[src/rtl/gcd_pkg.sv]
// Shared types and constants for the GCD requester front end.
package gcd_pkg;

  localparam int unsigned GCD_WIDTH = 32;

  typedef enum logic [1:0] {
    IDLE  = 2'd0,
    ISSUE = 2'd1,
    WAIT  = 2'd2,
    HOLD  = 2'd3
  } gcd_req_state_t;

endpackage

[src/rtl/gcd_req_counter.sv]
// Clearable, saturating WAIT-cycle counter with a limit compare for the watchdog.
module gcd_req_counter #(
  parameter int unsigned CNT_W = 16,
  parameter int unsigned LIMIT = 4096
) (
  input  logic             clk,
  input  logic             reset,
  input  logic             clear,
  input  logic             enable,
  output logic [CNT_W-1:0] count_inc,
  output logic             at_limit
);

  localparam logic [63:0] MaxCount = (64'd1 << CNT_W) - 64'd1;
  localparam logic [63:0] LimitM1  = 64'(LIMIT) - 64'd1;
  // A limit beyond saturation collapses onto the saturated value so the compare still fires.
  localparam logic [CNT_W-1:0] CmpVal =
      (LimitM1 > MaxCount) ? {CNT_W{1'b1}} : LimitM1[CNT_W-1:0];

  logic [CNT_W-1:0] count_q;

  always_comb begin
    count_inc = (&count_q) ? count_q : count_q + CNT_W'(1);
    at_limit  = (count_q >= CmpVal);
  end

  always_ff @(posedge clk) begin
    if (reset || clear) begin
      count_q <= '0;
    end else if (enable) begin
      count_q <= count_inc;
    end
  end

endmodule

[src/rtl/gcd_requester.sv]
// Initiator front end for the GCD engine: request/response handshakes, zero bypass, cycle count.
// Define GCD_REQ_TIMEOUT_EN to build the WAIT watchdog.
module gcd_requester
  import gcd_pkg::*;
#(
  parameter int unsigned WIDTH   = GCD_WIDTH,
  parameter int unsigned TIMEOUT = 4096,
  parameter int unsigned CNT_W   = 16
) (
  input  logic             clk,
  input  logic             reset,
  input  logic             req_valid,
  output logic             req_ready,
  input  logic [WIDTH-1:0] req_a,
  input  logic [WIDTH-1:0] req_b,
  output logic             rsp_valid,
  input  logic             rsp_ready,
  output logic [WIDTH-1:0] rsp_gcd,
  output logic             rsp_err,
  output logic [CNT_W-1:0] rsp_cycles,
  output logic [WIDTH-1:0] eng_a,
  output logic [WIDTH-1:0] eng_b,
  output logic             eng_start,
  input  logic [WIDTH-1:0] eng_result,
  input  logic             eng_done
);

  gcd_req_state_t   state_q;
  logic             req_ready_q, rsp_valid_q, rsp_err_q, eng_start_q;
  logic [WIDTH-1:0] rsp_gcd_q, eng_a_q, eng_b_q;
  logic [CNT_W-1:0] rsp_cycles_q;
  logic [CNT_W-1:0] count_inc;
  logic             at_limit;
  logic             timeout_hit;

  gcd_req_counter #(
    .CNT_W (CNT_W),
    .LIMIT (TIMEOUT)
  ) u_counter (
    .clk       (clk),
    .reset     (reset),
    .clear     (state_q == ISSUE),
    .enable    (state_q == WAIT),
    .count_inc (count_inc),
    .at_limit  (at_limit)
  );

`ifdef GCD_REQ_TIMEOUT_EN
  assign timeout_hit = at_limit;
`else
  logic unused_at_limit;
  assign unused_at_limit = at_limit;
  assign timeout_hit     = 1'b0;
`endif

  always_ff @(posedge clk) begin
    if (reset) begin
      state_q      <= IDLE;
      req_ready_q  <= 1'b0;
      rsp_valid_q  <= 1'b0;
      rsp_err_q    <= 1'b0;
      eng_start_q  <= 1'b0;
      rsp_gcd_q    <= '0;
      rsp_cycles_q <= '0;
      eng_a_q      <= '0;
      eng_b_q      <= '0;
    end else begin
      unique case (state_q)
        IDLE: begin
          req_ready_q <= 1'b1;
          // req_ready_q is low for the first cycle after reset, so nothing is taken then.
          if (req_valid && req_ready_q) begin
            req_ready_q <= 1'b0;
            eng_a_q     <= req_a;
            eng_b_q     <= req_b;
            if (req_a == '0 || req_b == '0) begin
              rsp_gcd_q    <= req_a | req_b;
              rsp_cycles_q <= '0;
              rsp_err_q    <= 1'b0;
              rsp_valid_q  <= 1'b1;
              state_q      <= HOLD;
            end else begin
              eng_start_q <= 1'b1;
              state_q     <= ISSUE;
            end
          end
        end
        ISSUE: begin
          eng_start_q <= 1'b0;
          state_q     <= WAIT;
        end
        WAIT: begin
          if (eng_done) begin
            rsp_gcd_q    <= eng_result;
            rsp_cycles_q <= count_inc;
            rsp_err_q    <= 1'b0;
            rsp_valid_q  <= 1'b1;
            state_q      <= HOLD;
          end else if (timeout_hit) begin
            rsp_gcd_q    <= '0;
            rsp_cycles_q <= count_inc;
            rsp_err_q    <= 1'b1;
            rsp_valid_q  <= 1'b1;
            state_q      <= HOLD;
          end
        end
        HOLD: begin
          if (rsp_ready) begin
            rsp_valid_q <= 1'b0;
            req_ready_q <= 1'b1;
            state_q     <= IDLE;
          end
        end
        default: state_q <= IDLE;
      endcase
    end
  end

  assign req_ready  = req_ready_q;
  assign rsp_valid  = rsp_valid_q;
  assign rsp_err    = rsp_err_q;
  assign rsp_gcd    = rsp_gcd_q;
  assign rsp_cycles = rsp_cycles_q;
  assign eng_a      = eng_a_q;
  assign eng_b      = eng_b_q;
  assign eng_start  = eng_start_q;

endmodule

[config.mk]
export PLATFORM = sky130hd
export DESIGN_NAME = gcd_requester
export DESIGN_NICKNAME = d
export VERILOG_FILES = /design/src/rtl/gcd_pkg.sv /design/src/rtl/gcd_req_counter.sv /design/src/rtl/gcd_requester.sv
export SDC_FILE = /design/constraint.sdc
export NUM_CORES = 1
export LEC_CHECK = 0
export CORE_MARGIN = 2
export CORE_UTILIZATION = 46
export DETAILED_ROUTE_END_ITERATION = 7
export HOLD_SLACK_MARGIN = 0.1
export PLACE_DENSITY = 0.81
export SLEW_MARGIN = 20
export SYNTH_ARGS = -nofsm -noshare
export SYNTH_HDL_FRONTEND = slang
export SYNTH_SLANG_ARGS = --single-unit
[constraint.sdc]
create_clock -name clk -period 2.5 [get_ports clk]
set_clock_uncertainty 0.15 [all_clocks]
set_input_delay 0.5 -clock clk [delete_from_list [all_inputs] [get_ports clk]]
set_output_delay 0.5 -clock clk [all_outputs]
set_load 0.005 [all_outputs]
-- Word-level counts from Yosys, hierarchy flattened
Index checks and enable logic that the tools add are counted.
- register bits after elaboration: 134
- latch bits: 0
- RAM bits: 0
- bits in read-only memories: 0
- input bits: 101
- output and inout bits: 116
- word-level logic and storage cells: 66
- memories: 0
- add/sub/neg operators: 1
- multiply operators: 0
- divide/modulo/power cells: 0
- $lt $le $gt $ge: 0
- equal/unequal tests: 8
- shifts and indexed selects: 0
- muxes and demuxes: 29
- bitwise gates (word level): 1
- reductions and logical operators: 17
- operators with widths (operator ; number):
    $mux W32 ; 3
    $logic_not A32 Y1 ; 2
    $mux W16 ; 4
    $pmux W32 S2 ; 1
    $or A32 B32 Y32 ; 1
    $pmux W16 S2 ; 1
    $add A16 B1 Y16 const B ; 1
    $reduce_and A16 Y1 ; 1
    $mux W1 ; 11
    $ne A2 B2 Y1 const B ; 5
    $mux W2 ; 4
    $pmux W2 S4 ; 1
    $pmux W1 S2 ; 3
    $reduce_and A3 Y1 ; 2
    $reduce_bool A2 Y1 ; 3
    $reduce_and A5 Y1 ; 1
    $eq A2 B2 Y1 const B ; 2
    $reduce_and A2 Y1 ; 2
    $reduce_and A4 Y1 ; 1
    $pmux W1 S3 ; 1
    $reduce_bool A3 Y1 ; 1
    $eq A2 B1 Y1 const B ; 1
    $logic_not A2 Y1 ; 1
    $logic_or A1 B1 Y1 ; 2
    $logic_and A1 B1 Y1 ; 1

-- Logic depth before layout (Yosys ltp)
Gate-level depths: netlist of run 1.
- depth after elaboration: 5
- mapped depth: 10
- mapped depth without buffers: 7

-- Cells and area by module
A second synthesis of run 1 with hierarchy kept.
- cells, all modules: 788
- area total of the unflattened synthesis: 6665.1 µm²
- by module, submodules not included (module ; times used ; cells each ; area each (µm²) ; seq. area each (µm²)):
    gcd_requester ; 1 ; 641 ; 5507.8 ; 2342.2
    gcd_req_counter ; 1 ; 147 ; 1157.4 ; 320.3

-- Worst setup path after synthesis of run 1
Ideal clock, no wire load.
- path kind: register to register
- start: reg state_q[0]
- end: reg rsp_gcd_q[16], in the netlist rsp_gcd[16]
- library setup time: 0.132 ns
- data arrival time: 1.833 ns
- required time: 2.218 ns
- setup slack: 0.385 ns
- cell stages (with the launch flop): 11
- buffers on the path: 3
- clock period less this slack: 2.115 ns
- cells stage by stage: dfxtp_1 inv_1 ha_1 buf_2 nor2b_1 a211oi_1 buf_2 buf_1 nor2b_1 a31oi_1 a21oi_1
- word-level cells in the longest chain between the ends: 3
- elaborated cells on any way between the ends: 8
- those cells by class: eq/ne (4); mux (1); reduce/logical (3)
- ends and longest elaborated chain (what ; RTL line ; source):
    from (decl) ; gcd_requester.sv:28 ; gcd_req_state_t state_q;
    from (signal assigned) ; gcd_requester.sv:58 ; state_q <= IDLE;
    from (signal assigned) ; gcd_requester.sv:81 ; state_q <= HOLD;
    from (signal assigned) ; gcd_requester.sv:84 ; state_q <= ISSUE;
    $eq A2 B2 Y1 or $logic_not A2 Y1 (tied branches) ; gcd_requester.sv:68 ; unique case (state_q)
    $ne A2 B2 Y1 (no source line) or $reduce_bool A2 Y1 (tied branches) ; -- ;
    $reduce_and A4 Y1 (no source line) ; -- ;
    to (signal assigned) ; gcd_requester.sv:77 ; rsp_gcd_q <= req_a | req_b;
    to (signal assigned) ; gcd_requester.sv:94 ; rsp_gcd_q <= eng_result;
    to (decl) ; gcd_requester.sv:30 ; logic [WIDTH-1:0] rsp_gcd_q, eng_a_q, eng_b_q;
Parallel ways exist; a longest one is shown, timed or not.
A chain may end at the register's enable or synchronous reset.

-- Worst setup path in the final report of run 1
- start: in req_b[28]
- end: reg rsp_valid_q, in the netlist rsp_valid
- word-level cells in the longest chain between the ends: 4
- ends and longest elaborated chain (what ; RTL line ; source):
    from (decl) ; gcd_requester.sv:15 ; input logic [WIDTH-1:0] req_b,
    $logic_not A32 Y1 ; gcd_requester.sv:76 ; if (req_a == '0 || req_b == '0) begin
    $logic_or A1 B1 Y1 ; gcd_requester.sv:76 ;
    $ne A2 B2 Y1 (no source line) ; -- ;
    $reduce_and A5 Y1 (no source line) ; -- ;
    to (signal assigned) ; gcd_requester.sv:80 ; rsp_valid_q <= 1'b1;
    to (signal assigned) ; gcd_requester.sv:97 ; rsp_valid_q <= 1'b1;
    to (signal assigned) ; gcd_requester.sv:103 ; rsp_valid_q <= 1'b1;
    to (decl) ; gcd_requester.sv:29 ; logic req_ready_q, rsp_valid_q, rsp_err_q, eng_start_q;
No other way between the ends.

==> flow_summary.json, run 1 <==
{
  "status": "finished, final reports clean",
  "worstPathRequired_ns": 2.66,
  "maxCapViolations": 0,
  "cts.clk_slew.worst_paths_ns": 0.06,
  "clkLatencyLatePin_ns": 0.42,
  "ys_types": 51,
  "min_path_cells": 2,
  "grt_usage_pct": 29.4,
  "cp_num_buf_inv": 1,
  "root_buffer": "clkbuf_16",
  "regToRegStartpoint": "state_q[0]$_SDFFE_PP0P_",
  "grt_pass1_wl_mm": 34.1,
  "syn-mean-instance-area_sq_um": 7.58,
  "tritoncts": "built",
  "syn2layout_area_growth_pct": 54.6,
  "ys_seq_area_share_pct": 41.8,
  "worstRegToRegCells": 7,
  "hold_violations": 0,
  "row_count": 42,
  "drt_iter0_markers": 478,
  "crit_chain": "clkdlybuf4s50_1 -> nor4_2 -> nand4_1 -> o21a_1 -> a211oi_1 -> mux2_1",
  "critPathLaunchType": "input port",
  "power.leakage_uw": 0.00356,
  "cp_max_fo": 4,
  "ys_ff_latch": 133,
  "grt_max_degree": 80,
  "wl_per_cell_microns": 16.9,
  "critPathKind": "input port to flip-flop",
  "cp_slowest_cell": "clkdlybuf4s50_1",
  "final_cell_area_sq_mm": 0.00985,
  "setup_viol": 0,
  "vdd_drop_max_mv": 0.686,
  "dieArea_sq_mm": 0.0148,
  "power.density_mw_per_mm2": 941,
  "r2r_slack_ns": 0.28,
  "overflow": 0,
  "hold_path.startpoint": "eng_a[27]$_SDFFE_PP0P_",
  "portBuffers": 215,
  "dp_hpwl_mm": 15.6,
  "die_h_microns": 122,
  "antenna_found_initial": 0,
  "drive_gt1_share_pct": 12.7,
  "drc_errors": 0,
  "core-area_sq_mm": 0.0134,
  "synthFlopType": "dfxtp_1",
  "cts_sinks": 133,
  "cts_buffer_depth": 2,
  "wl_met2_mm": 10.3,
  "synth_area_sq_mm": 0.00637,
  "diodes": 0,
  "grt_pass1_vias": 6665,
  "tightest_slew_ns": 0.761,
  "period_needed_ns": 2.45,
  "die_w_microns": 122,
  "critPathCaptureType": "flip-flop",
  "synth_enable_flop_cells": 0,
  "wl_met3_mm": 2.02,
  "arrival_ns": 2.60,
  "tritoncts.num_buffers": 17,
  "cts_max_level": 4,
  "rsz0062_at_grt": "false",
  "start_util_pct": 47.5,
  "drv_slew": 0,
  "fmax_mhz": 409,
  "vias": 7098,
  "synth_nets": 946,
  "slew_headroom_pct": 49.1,
  "final.period_utilization_pct": 97.8,
  "final_net_count": 1199,
  "reg2reg_to": "rsp_cycles[5]$_SDFFE_PP0P_",
  "hp-class": "flip-flop to flip-flop",
  "async_flop_share_pct": 0,
  "final_util_pct": 73.5,
  "top_layer": "met4",
  "dpl_cell_area_sq_mm": 0.00923,
  "place_congestion": 0.905,
  "hold_end": "eng_a[27]$_SDFFE_PP0P_",
  "first_pass_iters": 7,
  "cpPeakStageDelay_ns": 0.47,
  "netlist_instances": 840,
  "met1_length_mm": 8.74,
  "ios": 217,
  "critical-path-top-delay-family": "simple AND/OR/NAND/NOR gates",
  "detail-route-antenna-nets": 0,
  "drt-total-wl_mm": 21.7,
  "synth_warnings": 0,
  "cts_hold_buf": 0,
  "via_per_inst": 5.54
}
==> cell type report <==
type | instances | area, sq um
clock buffers | 23 | 488
clock inverters | 9 | 100
fillers | 1007 | 3550
inverters | 7 | 26.3
multi-input cells | 628 | 3430
flip-flops and latches | 133 | 2660
well taps | 176 | 220
repair buffers | 306 | 2920
==> where the power goes <==
part,total [uW],internal [uW],switching (uW)
clock,2480,1560,912
sequential,2830,2540,281
combinational,3970,1920,2050
==> worst max-delay path by stage <==
stage	startpoint	cells past startpoint	end
global placement	req_b[28]	6	rsp_valid$_SDFFE_PP0P_
floorplan	state_q[0]$_SDFFE_PP0P_	10	rsp_gcd[16]$_SDFFE_PP0P_
CTS	req_a[15]	8	rsp_gcd[13]$_SDFFE_PP0P_
detailed placement	req_b[28]	6	rsp_valid$_SDFFE_PP0P_
global route	req_a[29]	7	rsp_gcd[21]$_SDFFE_PP0P_
finish	req_b[28]	6	rsp_valid$_SDFFE_PP0P_
==> cells by family after synthesis <==
kind of cell             share of synthesized area (%)
AND/OR/NAND/NOR                                   25.4
AO/OA/AOI/OAI                                     21.4
flip-flops                                        41.8
buffers and inverters                             5.15
multiplexers                                      3.56
XOR/XNOR                                          1.65
adder cells (fa/ha/maj)                          0.982
other                                           0.0589
==> per-stage QoR <==
| stage | setup slack, ns | hold slack (ns) | instances | TNS [ns] | total power (uW) |
|---|---|---|---|---|---|
| after floorplan | 0.385 | 0.303 | 840 | 0 | 4830 |
| after global placement | -0.480 | 0.291 | 1250 | -19.43 | 6700 |
| after detailed placement | -0.516 | 0.296 | 1250 | -20.35 | 6750 |
| after CTS | 0.0356 | 0.303 | 1282 | 0 | 9250 |
| after global routing | 0.00365 | 0.317 | 1282 | 0 | 9770 |
| final | 0.0542 | 0.302 | 1282 | 0 | 9270 |
==> flip-flops by register name, indices dropped and copies added, names as in the netlist, 2 cells and up <==
register	count
rsp_cycles	16
eng_a	32
eng_b	32
rsp_gcd	32
u_counter.count_q	16
state_q	2
==> layout by cell type (no fill, tap or decap), drive strengths merged, types with 2 or more instances in the layout <==
master	synthesis	routed
inv	6	6
o211ai	37	37
dfxtp	133	133
nand2	190	190
and4	5	5
a31o	2	2
nor3	9	9
or3	2	2
bufinv	0	2
nor2	55	55
o21ai	43	43
mux2	5	5
nor4	23	23
buf	22	92
nor3b	2	2
a21oi	100	100
o211a	2	2
mux2i	17	17
xor2	8	8
xnor2	4	4
or4	2	2
clkdlybuf4s50	0	214
and3	4	4
nand4	10	10
clkbuf	50	23
a31oi	34	34
o21a	3	3
nand3	15	15
nor2b	35	35
a211oi	4	4
clkinvlp	0	2
ha	5	5
clkinv	1	6
==> cells in the mapped netlist (2+ instances only) <==
library cell / n / area share [%]
a211oi_1: 4 / 0.47
a21oi_1: 100 / 7.9
a31oi_1: 34 / 3.3
and3_1: 4 / 0.39
and4_1: 5 / 0.69
buf_1: 6 / 0.35
buf_2: 13 / 1.0
buf_4: 2 / 0.24
clkbuf_1: 50 / 2.9
dfxtp_1: 133 / 42
ha_1: 5 / 0.98
inv_1: 6 / 0.35
mux2_1: 3 / 0.53
mux2_2: 2 / 0.35
mux2i_1: 17 / 2.7
nand2_1: 190 / 11
nand3_1: 14 / 1.1
nand4_1: 10 / 0.98
nor2_1: 55 / 3.2
nor2b_1: 35 / 3.4
nor3_1: 9 / 0.71
nor3b_1: 2 / 0.24
nor4_1: 22 / 2.2
o211a_1: 2 / 0.31
o211ai_1: 37 / 4.4
o21a_1: 3 / 0.35
o21ai_0: 41 / 3.2
o21ai_2: 2 / 0.28
or3_1: 2 / 0.20
xnor2_1: 4 / 0.55
xor2_1: 8 / 1.1
==> metal layers <==
metal	vias to the layer above	global-route usage [%]
met5	-	0
met2	302	47.6
met3	46	10.7
li1	3458	-
met1	3292	35.7
met4	0	11.7
==> worst register-to-register path: cells and delay by family (launching register included) <==
| family | cells | cell delay (ns) |
|---|---|---|
| AO/OA/AOI/OAI | 1 | 0.26 |
| multiplexers | 1 | 0.18 |
| flip-flops | 1 | 0.33 |
| buffers and inverters | 3 | 0.41 |
| AND/OR/NAND/NOR | 1 | 0.60 |
| adder cells (fa/ha/maj) | 1 | 0.23 |
==> what timing repair did <==
action / 4_1_cts / 5_1_grt
setup buffers: 0 / 0
gates resized for setup: 2 / 3
endpoints found under the setup margin: 5 / 20
(Power assumes the default switching activity.)
==> inputs of run 2 (changes only) <==
- CORE_MARGIN: 2 -> default
- clock period: 2.5 -> 2.35 ns (I/O delays scaled with it)
==> run 2 against run 1 <==
Compared with the run above: power up 7.4%; count of clock-buffer cells in the layout is 3 higher; non-clock buffer count is 12 higher; combinational power is 9.6% higher; largest cell class unchanged; largest power group unchanged.
==> flow_summary.json, run 2 (synthesis results as in run 1) <==
{
  "syn2layout_area_growth_pct": 57.1,
  "grt_usage_pct": 31.1,
  "dieArea_sq_mm": 0.0143,
  "maxCapViolations": 0,
  "drt-total-wl_mm": 22.5,
  "detail-route-antenna-nets": 0,
  "fmax_mhz": 431,
  "final_cell_area_sq_mm": 0.0100,
  "wl_per_cell_microns": 17.4,
  "period_needed_ns": 2.32,
  "stdcell_count": 1292,
  "fillCellCount": 978,
  "overflow": 0,
  "hp-class": "input port to flip-flop",
  "cts.clk_slew.worst_paths_ns": 0.05,
  "drv_slew": 0,
  "critPathKind": "input port to flip-flop",
  "portBuffers": 215,
  "hold_violations": 0,
  "antenna_found_initial": 0,
  "power.leakage_uw": 0.00366,
  "cts_buffer_depth": 2,
  "ios": 217,
  "via_per_inst": 5.55,
  "core-area_sq_mm": 0.0133,
  "cts_hold_buf": 0,
  "final_util_pct": 75.0,
  "drc_errors": 0,
  "setup_viol": 0,
  "final.period_utilization_pct": 98.7,
  "grt_pass1_wl_mm": 34.8,
  "final_common_cell": "clkdlybuf4s50_1",
  "dpl_cell_area_sq_mm": 0.00932,
  "vias": 7176,
  "cp_max_fo": 19,
  "status": "finished, final reports clean",
  "clkLatencyLatePin_ns": 0.42,
  "root_buffer": "clkbuf_16",
  "fin_hold_ws_ns": 0.231,
  "die_w_microns": 120,
  "row_count": 42,
  "cts_max_level": 4,
  "worstPathRequired_ns": 2.53,
  "tritoncts.num_buffers": 17,
  "cts_setup_buffers": 0,
  "cts_sinks": 133,
  "diodes": 0,
  "dp_hpwl_mm": 15.8,
  "vdd_drop_max_mv": 0.662,
  "first_pass_iters": 5,
  "place_congestion": 0.916,
  "drt_iter0_markers": 588,
  "grt_max_degree": 45,
  "drive_gt1_share_pct": 14.2,
  "slew_headroom_pct": 62.6,
  "power.density_mw_per_mm2": 995,
  "die_h_microns": 120,
  "start_util_pct": 47.7,
  "critPathCaptureType": "flip-flop",
  "grt_pass1_vias": 6846,
  "critPathLaunchType": "input port",
  "dp_cells": 1262,
  "final_net_count": 1211,
  "tightest_slew_ns": 0.558,
  "final_cell_mix": "clkdlybuf4s50_1, nand2_1, dfxtp_1",
  "arrival_ns": 2.50,
  "tritoncts": "built"
}
## run 2: cell types whose count changed in the layout (fill, tap and decap cells not counted), moves of 3 or more
cell             before  now
buf_4                85   96
clkbuf_1              2    5
clkdlybuf4s50_1     214  210
clkinv_2              5    2
dlymetal6s2s_1        0    4
nor4_1               17   12
nor4_2                6   10
## run 2: what timing repair did
action / in CTS / in global routing
gates resized for setup: 2 / 23
setup endpoints to repair: 6 / 50
pin swaps: 0 / 3
## run 2: critical path, cell delays in order
cell	delay [ns]
clkdlybuf4s50_1	0.46
nor4_2	0.32
buf_4	0.17
nand4_1	0.16
buf_4	0.20
o21ai_4	0.21
buf_12	0.19
o31ai_1	0.07
a211oi_1	0.25
## run 2: per-layer routing
layer	up-vias	routed length (microns)	share of wire [%]	GRT usage [%]
met5	-	0	0	0
met4	0	517	2.3	10.4
met3	39	1890	8.4	9.60
met2	325	11100	49	52.7
met1	3349	8950	40	37.2
li1	3463	-	-	-
## run 2: worst paths after layout
kind	start	endpoint	slack, ns	depth (start not counted)
worst max-delay path	req_b[16]	eng_start$_SDFFE_PP0P_	0.03	9
worst min-delay path	req_b[8]	eng_b[8]$_SDFFE_PP0P_	0.23	3
worst min register to register	eng_b[13]$_SDFFE_PP0P_	eng_b[13]$_SDFFE_PP0P_	0.30	2
worst max register to register	u_counter.count_q[1]$_SDFFE_PP0P_	rsp_cycles[10]$_SDFFE_PP0P_	0.21	6
## run 2: layout make-up
class / count / area, sq um / share of cell area [%]
Multi-Input combinational cell: 628 / 3510 / 35.1
Timing Repair Buffer: 318 / 3020 / 30.2
Sequential cell: 133 / 2660 / 26.6
Clock buffer: 26 / 499 / 4.99
Tap cell: 176 / 220 / 2.20
Clock inverter: 4 / 70.1 / 0.700
Inverter: 7 / 26.3 / 0.263
## run 2: where the power goes
group	switching, uW	internal [uW]	total [uW]
Combinational	2250	2100	4350
Clock	935	1660	2590
Sequential	307	2710	3010
## run 2: through the flow
stage | setup slack [ns] | TNS [ns] | total power [uW]
floorplan | 0.235 | 0 | 5140
global placement | -0.449 | -20.28 | 7130
detailed placement | -0.456 | -20.18 | 7210
CTS | 0.000701 | 0 | 9840
global route | -0.0168 | -0.0168 | 10500
finish | 0.0300 | 0 | 9960
==> inputs of run 3 (changes only) <==
- ABC_AREA: default -> 1
- SYNTH_HIERARCHICAL: default -> 1
==> run 3 against run 2 <==
Compared with the run above: setup slack improved by 0.26 ns; largest power group unchanged; critical endpoint is now rsp_gcd[19]$_SDFFE_PP0P_; power rose by 2.1%; via count fell by 2.6%.
==> flow_summary.json, run 3 <==
{
  "netlist_instances": 951,
  "power.leakage_uw": 0.00419,
  "row_count": 42,
  "cts_setup_buffers": 0,
  "critPathCaptureType": "flip-flop",
  "dp_hpwl_mm": 14.7,
  "post_cts_resized": 0,
  "drt_iter0_markers": 521,
  "cts.clk_slew.worst_paths_ns": 0.06,
  "cp_max_fo": 36,
  "via_per_inst": 5.09,
  "final.period_utilization_pct": 87.5,
  "cts_sinks": 133,
  "vdd_drop_max_mv": 0.650,
  "root_buffer": "clkbuf_16",
  "min_path_cells": 2,
  "tns_ns": 0,
  "critPathLaunchType": "input port",
  "reg2reg_to": "rsp_cycles[0]$_SDFFE_PP0P_",
  "grt_pass1_wl_mm": 32.6,
  "r2r_slack_ns": 0.33,
  "grt_max_degree": 75,
  "synth_nets": 1058,
  "arrival_ns": 2.22,
  "final_net_count": 1291,
  "period_needed_ns": 2.06,
  "hold_end": "rsp_valid$_SDFFE_PP0P_",
  "rsz0062_at_grt": "false",
  "drc_errors": 0,
  "hold_violations": 0,
  "tritoncts.num_buffers": 17,
  "die_h_microns": 119,
  "hp-class": "flip-flop to flip-flop",
  "hold_path.startpoint": "rsp_valid$_SDFFE_PP0P_",
  "core-area_sq_mm": 0.0133,
  "drive_gt1_share_pct": 8.86,
  "grt_pass1_vias": 6476,
  "dp_cells": 1341,
  "dieArea_sq_mm": 0.0142,
  "final_cell_mix": "nor2_1, nand2_1, clkdlybuf4s50_1",
  "worstRegToRegCells": 12,
  "detail-route-antenna-nets": 0,
  "drv_slew": 0,
  "ios": 217,
  "setup_viol": 0,
  "overflow": 0,
  "final_common_cell": "nor2_1",
  "wl_per_cell_microns": 15.2,
  "status": "finished, final reports clean",
  "clkLatencyLatePin_ns": 0.42,
  "first_pass_iters": 5,
  "cts_hold_buf": 0,
  "critPathKind": "input port to flip-flop",
  "stdcell_count": 1374,
  "synth_area_sq_mm": 0.00629,
  "synth_warnings": 6,
  "drt-total-wl_mm": 20.8,
  "maxCapViolations": 0,
  "fmax_mhz": 486,
  "worstPathRequired_ns": 2.51,
  "final_util_pct": 71.3,
  "cts_buffer_depth": 2,
  "power.density_mw_per_mm2": 1070,
  "tritoncts": "built",
  "regToRegStartpoint": "u_counter/count_q[1]$_SDFFE_PP0P_",
  "vias": 6990,
  "cts_max_level": 4,
  "syn2layout_area_growth_pct": 50.7,
  "antenna_found_initial": 1,
  "place_congestion": 0.927,
  "portBuffers": 215,
  "totalPowerFinal_uw": 10200,
  "die_w_microns": 119,
  "grt_usage_pct": 29.5,
  "start_util_pct": 47.3,
  "syn-mean-instance-area_sq_um": 6.62,
  "fillCellCount": 1090
}
run 3: cell count changes in the layout (fill, tap and decap cells not counted), sizes merged, moves of 9 or more:
cell,change
a21oi,-56
a31oi,-32
buf,-56
inv,+82
mux2i,-17
nand2,+29
nand3,+10
nand3b,+16
nor2,+176
nor2b,-35
nor3,-9
nor4,-23
o211ai,-37
o21ai,+75
run 3: area by class of cell:
| type | count | area [sq um] | area share [%] |
|---|---|---|---|
| multi-input combinational | 680 | 3060 | 32.3 |
| sequential | 133 | 2660 | 28.1 |
| timing repair buffer | 263 | 2560 | 27.0 |
| clock buffer | 20 | 467 | 4.92 |
| inverter | 89 | 335 | 3.54 |
| tap | 176 | 220 | 2.32 |
| clock inverter | 12 | 176 | 1.86 |
| antenna | 1 | 2.50 | 0.0264 |
run 3: worst max-delay path by stage:
| stage | start | end | slack (ns) | cells past startpoint |
|---|---|---|---|---|
| final | req_b[0] | rsp_gcd[19]$_SDFFE_PP0P_ | 0.29 | 12 |
| after global placement | req_b[0] | rsp_gcd[3]$_SDFFE_PP0P_ | -0.03 | 12 |
| after floorplan | state_q[0]$_SDFFE_PP0P_ | rsp_gcd[0]$_SDFFE_PP0P_ | 0.55 | 9 |
| after global routing | req_b[0] | rsp_gcd[3]$_SDFFE_PP0P_ | 0.16 | 13 |
| after CTS | req_a[15] | rsp_gcd[19]$_SDFFE_PP0P_ | 0.34 | 10 |
| after detailed placement | req_b[0] | rsp_gcd[14]$_SDFFE_PP0P_ | -0.05 | 12 |
run 3: metal layers:
metal	vias up	share of wire, %	global-route usage (%)
met5	-	0	0
met4	0	4.2	17.2
met3	63	6.4	6.51
met2	307	48	48.4
met1	3176	42	35.3
li1	3444	-	-
run 3: where the power goes:
part | leakage (uW) | internal [uW] | total [uW] | switching (uW)
clock | 0.000312 | 1860 | 2880 | 1020
combinational | 0.00280 | 1860 | 4070 | 2200
sequential | 0.00108 | 2850 | 3210 | 363
run 3: through the flow:
| stage | worst slack [ns] | cell area, sq um | hold WS, ns |
|---|---|---|---|
| final | 0.294 | 9490 | 0.293 |
| after global routing | 0.161 | 9490 | 0.322 |
| after CTS | 0.335 | 9480 | 0.297 |
| after detailed placement | -0.0536 | 8840 | 0.288 |
| after global placement | -0.0310 | 8840 | 0.281 |
| after floorplan | 0.545 | 6290 | 0.287 |
run 3: critical path: stages:
cell and delay (ns):
clkdlybuf4s50_1 0.49, inv_1 0.11, nand2_1 0.05, nor2_1 0.14, nand2_1 0.07, nor2_1 0.14, nand2_1 0.12, nand3_4 0.11
nand3_4 0.10, buf_12 0.19, nor2_1 0.13, nor2_1 0.07
